**src/rtl/regfile_pkg.sv**
```systemverilog
`default_nettype none
// ============================================================================
//  Module      : regfile_pkg
//  Description : Shared constants and types for the 32 x 64-bit register file.
//  Revision    : 1.0  initial release
// ============================================================================
package regfile_pkg;

    localparam int REG_WIDTH  = 64;
    localparam int REG_ADDR_W = 5;
    localparam int REG_COUNT  = 32;

    typedef logic [REG_ADDR_W-1:0] reg_addr_t;
    typedef logic [REG_WIDTH-1:0]  reg_data_t;

    // XZR: architectural zero register, never stored
    localparam reg_addr_t ZERO_REG = 5'd31;

endpackage : regfile_pkg
`default_nettype wire

```
**src/rtl/regfile_decoder.sv**
```systemverilog
`default_nettype none
// ============================================================================
//  Module      : regfile_decoder
//  Description : Write-address decode. Enabled 5-to-32 one-hot decode with
//                the top output (XZR) held low so it can never be written.
//  Revision    : 1.0  initial release
// ============================================================================
module regfile_decoder
    import regfile_pkg::*;
#(
    parameter int NREGS  = REG_COUNT,
    parameter int ADDR_W = REG_ADDR_W
) (
    input  logic              en_i,
    input  logic [ADDR_W-1:0] addr_i,
    output logic [NREGS-1:0]  we_o
);

    // One-hot decode; address is only looked at when enabled so an
    // undriven address with en_i low produces no enable at all.
    always_comb begin
        we_o = '0;
        if (en_i) begin
            we_o[addr_i] = 1'b1;
        end
        we_o[NREGS-1] = 1'b0;
    end

endmodule : regfile_decoder
`default_nettype wire

```
**src/rtl/regfile.sv**
```systemverilog
`default_nettype none
// ============================================================================
//  Module      : regfile
//  Description : 32 x 64-bit ARM register file. Two combinational read
//                ports, one synchronous write port, XZR hardwired to zero,
//                write-to-read bypass so ID sees the value WB is writing.
//  Revision    : 1.0  initial release
// ============================================================================
module regfile
    import regfile_pkg::*;
#(
    parameter int WIDTH  = REG_WIDTH,
    parameter int NREGS  = REG_COUNT,
    parameter int ADDR_W = REG_ADDR_W
) (
    input  logic              clk,
    input  logic              reset,
    input  logic              RegWrite,
    input  logic [ADDR_W-1:0] WriteRegister,
    input  logic [WIDTH-1:0]  WriteData,
    input  logic [ADDR_W-1:0] ReadRegister1,
    input  logic [ADDR_W-1:0] ReadRegister2,
    output logic [WIDTH-1:0]  ReadData1,
    output logic [WIDTH-1:0]  ReadData2
);

    localparam logic [ADDR_W-1:0] ZERO_IDX = ADDR_W'(NREGS - 1);

    logic [NREGS-1:0] we_w;
    logic [WIDTH-1:0] entries_w [NREGS];
    logic             wr_valid_w;
    logic             byp1_w;
    logic             byp2_w;

    regfile_decoder #(
        .NREGS  (NREGS),
        .ADDR_W (ADDR_W)
    ) u_decoder (
        .en_i   (RegWrite),
        .addr_i (WriteRegister),
        .we_o   (we_w)
    );

    // Storage for X0..X30; XZR has no flops
    for (genvar g = 0; g < NREGS - 1; g++) begin : g_entry
        logic [WIDTH-1:0] entry_q;
        logic [WIDTH-1:0] entry_d;

        assign entry_d = we_w[g] ? WriteData : entry_q;

        // Enable register, cleared asynchronously by reset
        always_ff @(posedge clk or negedge reset) begin
            if (!reset) begin
                entry_q <= '0;
            end else begin
                entry_q <= entry_d;
            end
        end

        assign entries_w[g] = entry_q;
    end

    // Mux input for XZR is a constant zero
    assign entries_w[NREGS-1] = '0;

    // A write that will land this cycle, visible to readers via the bypass
    assign wr_valid_w = RegWrite && reset && (WriteRegister != ZERO_IDX);
    assign byp1_w     = wr_valid_w && (ReadRegister1 == WriteRegister);
    assign byp2_w     = wr_valid_w && (ReadRegister2 == WriteRegister);

    // Read ports: 32:1 mux then bypass select; forced to zero during reset
    always_comb begin
        ReadData1 = '0;
        ReadData2 = '0;
        if (reset) begin
            ReadData1 = byp1_w ? WriteData : entries_w[ReadRegister1];
            ReadData2 = byp2_w ? WriteData : entries_w[ReadRegister2];
        end
    end

endmodule : regfile
`default_nettype wire

```
**config.mk**
```make
export PLATFORM = sky130hd
export DESIGN_NAME = regfile
export DESIGN_NICKNAME = d
export VERILOG_FILES = /design/src/rtl/regfile_pkg.sv /design/src/rtl/regfile_decoder.sv /design/src/rtl/regfile.sv
export SDC_FILE = /design/constraint.sdc
export NUM_CORES = 2
export LEC_CHECK = 0
export ABC_CLOCK_PERIOD_IN_PS = 5170
export CELL_PAD_IN_SITES_DETAIL_PLACEMENT = 0
export CELL_PAD_IN_SITES_GLOBAL_PLACEMENT = 1
export CORE_MARGIN = 1
export CORE_UTILIZATION = 58
export DETAILED_ROUTE_END_ITERATION = 10
export PLACE_DENSITY = 0.9
export SLEW_MARGIN = 20
export SYNTH_ARGS = -nofsm -noshare
export SYNTH_HDL_FRONTEND = slang
export SYNTH_SLANG_ARGS = --single-unit
```
**constraint.sdc**
```tcl
create_clock -name clk -period 5.17 [get_ports clk]
set_input_delay 0.517 -clock clk [delete_from_list [all_inputs] [get_ports clk]]
set_output_delay 0.517 -clock clk [all_outputs]
set_load 0.02 [all_outputs]
```
# Word level (Yosys, flattened, before mapping)
# Cells that the tools add are included.
# totals
output_inout_bits	128
regBits	1984
input_bits	82
wordCells	58
# classes
n_reduce_logical	5
n_mux	13
eq_ne	3
order_cmp	4
bitwise_logic	2
# ops
cell	n
$bmux 64 s5	2
$mux 64	8
$mux 31	1
$ge 6x6->1 const B	2
$not 5->6	2
$eq 5x5->1	2
$lt 5x6->1 const B	1
$demux 1 s5	1
$ge 5x1->1 const B	1
$logic_and 1x1->1	5
$ne 5x5->1 const B	1
$mux 1	1

# Logic depth before layout (Yosys ltp)
# logic_depth
depth_word	6
depth_mapped	11
ltp_nobuf	6

# Modules after synthesis
# A second synthesis with hierarchy kept.
# hier_totals
hier_cells	7460
area_unflattened_um2	107159.0
# modules_own_cells
module	area_per_inst_um2	seq_area_each_um2	cells_per_inst	instances
regfile	106921.3	49647.6	7412	1
regfile_decoder	237.7	0.0	48	1

# Worst setup path before layout
# OpenSTA, ideal clock, no wires.
# synth_timing
kind	input to output
startpoint	in ReadRegister1[1]
endpoint	out ReadData1[0]
required_ns	4.653
slack_ns	2.404
t_arrival_ns	2.249
path_buffers	4
cell_stages	9
cell_sequence	buf_4 > buf_4 > buf_2 > buf_2 > nor2_1 > a21oi_1 > o21ai_0 > o2111ai_1 > a31oi_1
# synth_via
elab_chain_cells	6
word_cells_on_any_way	8
cone_classes	1 x eq/ne; 5 x mux; 1 x bitwise; 1 x reduce/logical
# synth_rtl
element	line	source
start, declared	regfile.sv:21	input logic [ADDR_W-1:0] ReadRegister1,
$not 5->6 (not written as such)	regfile.sv:76	ReadData1 = byp1_w ? WriteData : entries_w[ReadRegister1];
$bmux 64 s5	regfile.sv:76	
$mux 64 (not written as such) (2 in series)	regfile.sv:76	
$mux 64 *	regfile.sv:76	
$mux 64 *	regfile.sv:75	if (reset) begin
end, declared	regfile.sv:23	output logic [WIDTH-1:0] ReadData1,
# Every way passes the cells marked *; elsewhere a longest branch is shown, timed or not. The select of a mux whose other input is x is not followed.

# Worst setup path in the final report
# layout_timing
startpoint	in WriteRegister[2]
endpoint	out ReadData1[1]
# layout_via
elab_chain_cells	5
word_cells_on_any_way	6
cone_classes	2 x eq/ne; 2 x mux; 2 x reduce/logical
# layout_rtl
element	line	source
start, declared	regfile.sv:19	input logic [ADDR_W-1:0] WriteRegister,
$ne 5x5->1	regfile.sv:67	assign wr_valid_w = RegWrite && reset && (WriteRegister != ZERO_IDX);
$logic_and 1x1->1	regfile.sv:67	
$logic_and 1x1->1 *	regfile.sv:68	assign byp1_w = wr_valid_w && (ReadRegister1 == WriteRegister);
$mux 64 *	regfile.sv:76	
$mux 64 *	regfile.sv:75	
# Every way passes the cells marked *; elsewhere a longest branch is shown, timed or not.

==> flow_metrics.env <==
export IMPL_status="finished clean"
export IMPL_synth_cells=7490
export IMPL_maxSlewViolCount=0
export IMPL_grt_pass1_vias=75560
export IMPL_place_gp_congestion=0.8954
export IMPL_critPathKind="input pin to output port"
export IMPL_cts_tree="done"
export IMPL_dp_hpwl_um=213300
export IMPL_design_portCount=210
export IMPL_areaGrowthSynthToFinish_pct=11.14
export IMPL_detail_route_wl_per_cell_um=36.30
export IMPL_antenna_left=0
export IMPL_cts_setup_buffers=0
export IMPL_ctsHtreeMaxLevel=4
export IMPL_die_h_um=432.3
export IMPL_async_flop_share=1.000
export IMPL_cp_max_fo=37
export IMPL_required_ns=4.65
export IMPL_relSlewSlack=0.1648
export IMPL_clk_pin_slew_ns=0.06
export IMPL_synth_top_cell_area_share=0.4623
export IMPL_placed_area_um2=112200
export IMPL_synth_edf_count=0
export IMPL_hold_path_depth=3
export IMPL_ys_seq_area_frac=0.4623
export IMPL_drt_initial_drc_count=9503
export IMPL_cts_made_buffers=208
export IMPL_synthesis_nets=7572
export IMPL_min_period_ns=4.929
export IMPL_cp_depth=8
export IMPL_crit_family="buffers and inverters"
export IMPL_synth_area_leader_cell="dfrtp_1"
export IMPL_crit_top_cell="clkdlybuf4s50_1"
export IMPL_fmax_mhz=202.9
export IMPL_io_buffers=209
export IMPL_vias_per_cell=7.383
export IMPL_setup_viol=0
export IMPL_setup_tns_final_ns=0
export IMPL_crit_path_end_kind="output port"
export IMPL_ys_warn_count=0
export IMPL_dr_pass1_iters=6
export IMPL_setup_ws_ns=0.2410
export IMPL_clockBufferDepth=3
export IMPL_core_area_um2=183500
export IMPL_period_share=0.9534
export IMPL_initial_core_util=0.5854
export IMPL_largest_reg_flops=1984
export IMPL_rsz0062_at_grt="false"
export IMPL_final_area_um2=119400
export IMPL_grt_ovfl_total=0
export IMPL_routed_wl_um=364200
export IMPL_skew_ns=0
export IMPL_cp_slowest_cell="clkdlybuf4s50_1"
export IMPL_maxCapViolations=0
export IMPL_synth_seq_cells=1984
export IMPL_ys_types=57
export IMPL_tightest_slew_ns=1.250
export IMPL_start_kind="input pin"
export IMPL_ir_drop_uv=353.0
export IMPL_cts_sinks=1984
export IMPL_largestRegisters="g_entry.entry_q: 1984 flops"
export IMPL_synthTopCellsByArea="dfrtp_1 46%, mux2_2 21%, mux4_2 17%"
export IMPL_largest_register="g_entry.entry_q"
export IMPL_num_rows=157
export IMPL_die_w_um=432.3
export IMPL_cpPeakStageDelay_ns=0.90
export IMPL_insertion_delay_ns=0.87
export IMPL_drc_errors=0
export IMPL_power_density_nw_per_um2=390.5
export IMPL_min_path_type="input pin to register"
export IMPL_path_buf_inv=3
export IMPL_path_cells="clkdlybuf4s50_1 > nand3_2 > o211ai_2 > or4_4 > buf_4 > o21ai_0 > a31oi_1 > clkdlybuf4s50_1"
export IMPL_reg2reg_depth=1
export IMPL_dieArea_um2=186900
export IMPL_dp_slack_ns=0.4007
export IMPL_antenna_found_initial=17
export IMPL_hold_viol_final=0
export IMPL_grt_first_pass_wirelength_um=530500
export IMPL_postSynthAreaPerCell_um2=14.34
export IMPL_vias=74080
export IMPL_syn_area_um2=107400
export IMPL_p_leak_uw=0.05175
export IMPL_cts_root_buf="clkbuf_16"
export IMPL_grt_usage=0.3929
export IMPL_finalNetCount=7468
export IMPL_hold_slack_ns=0.1902
export IMPL_synthFlopType="dfrtp_1"
export IMPL_grt_start_max_net_pins=147
export IMPL_cp_arrival_ns=4.41
export IMPL_drive_gt1_frac=0.4753
## synth_stat cells, types with 17 or more instances
cell,instances
buf_1,61
mux2_2,1973
a22oi_1,102
nand4_1,19
mux2_1,44
o221ai_1,30
a221oi_1,62
nand2_1,174
mux4_2,800
o2111ai_1,17
buf_2,313
a22o_1,24
buf_6,22
a211o_1,25
o211ai_1,20
nand3_1,114
inv_1,31
a211oi_1,87
nor2_1,92
a31oi_1,45
a21oi_1,87
dfrtp_1,1984
buf_4,63
nor3_1,26
o21ai_0,186
nor2b_1,59
mux2i_1,424
o22ai_1,83
o221a_2,31
clkbuf_1,362
a221o_1,28
## what timing repair did
action,CTS,global route
hold buffers,1,0
hold endpoints to repair,69,0
resized for setup,0,0
## report_power, final
part | total (uW) | internal [uW] | switching (uW)
logic | 9850 | 5630 | 4220
clock network | 15900 | 9390 | 6520
registers | 20800 | 18600 | 2250
total | 46600 | 33600 | 13000
## worst paths after layout
kind,start,slack [ns],to
max,WriteRegister[2],0.24,ReadData1[1]
min,WriteData[15],0.19,g_entry[29].entry_q[15]
max reg2reg,g_entry[6].entry_q[47],4.35,g_entry[6].entry_q[47]
min reg2reg,g_entry[28].entry_q[48],0.51,g_entry[28].entry_q[48]
max in group asynchronous,reset,2.84,g_entry[28].entry_q[13]
min in group asynchronous,reset,0.25,g_entry[6].entry_q[61]
## cells by family (layout without fill, tap and decap cells)
group | after synthesis | in the layout | share of synthesized area
multiplexers | 3241 | 3241 | 0.4188
AND/OR/NAND/NOR | 548 | 548 | 0.02469
XOR/XNOR | 10 | 10 | 0.0008156
flip-flops | 1984 | 1984 | 0.4623
buffers and inverters | 854 | 922 | 0.03723
AO/OA/AOI/OAI | 853 | 853 | 0.05621
other | 0 | 12 | 0
## layer usage
metal / GRT usage / vias to the layer above / share of wire
met4: 0.2429 / 16 / 0.071
li1: - / 28730 / -
met1: 0.5130 / 39020 / 0.36
met5: 0.003903 / - / 0.00053
met3: 0.1181 / 1303 / 0.12
met2: 0.5783 / 5019 / 0.45
## through the flow
stage,utilization,power (uW),instances
floorplan,-,27510,7490
CTS,0.6509,46480,10020
detailed placement,0.6114,30700,9638
global route,0.6505,48160,10030
global placement,0.6114,30090,9638
finish,0.6505,46610,10030
## cell usage in the layout (no fill, tap or decap), drive strengths merged, types with 116 or more instances in the layout
master         instances
nand2                187
clkbuf               308
dfrtp               1984
mux4                 800
clkdlybuf4s50        144
nand3                116
o21ai                186
mux2                2017
buf                  361
mux2i                424
## final cells by class
cell class | instances | area [um2]
inverter | 33 | 132.6
tap | 2464 | 3083
fill | 12860 | 64120
clock inverter | 75 | 1090
clock buffer | 307 | 6138
antenna | 12 | 30.03
timing repair buffer | 507 | 5092
sequential | 1984 | 49650
multi-input combinational | 4652 | 54140
Power figures use the tool's default switching activity.
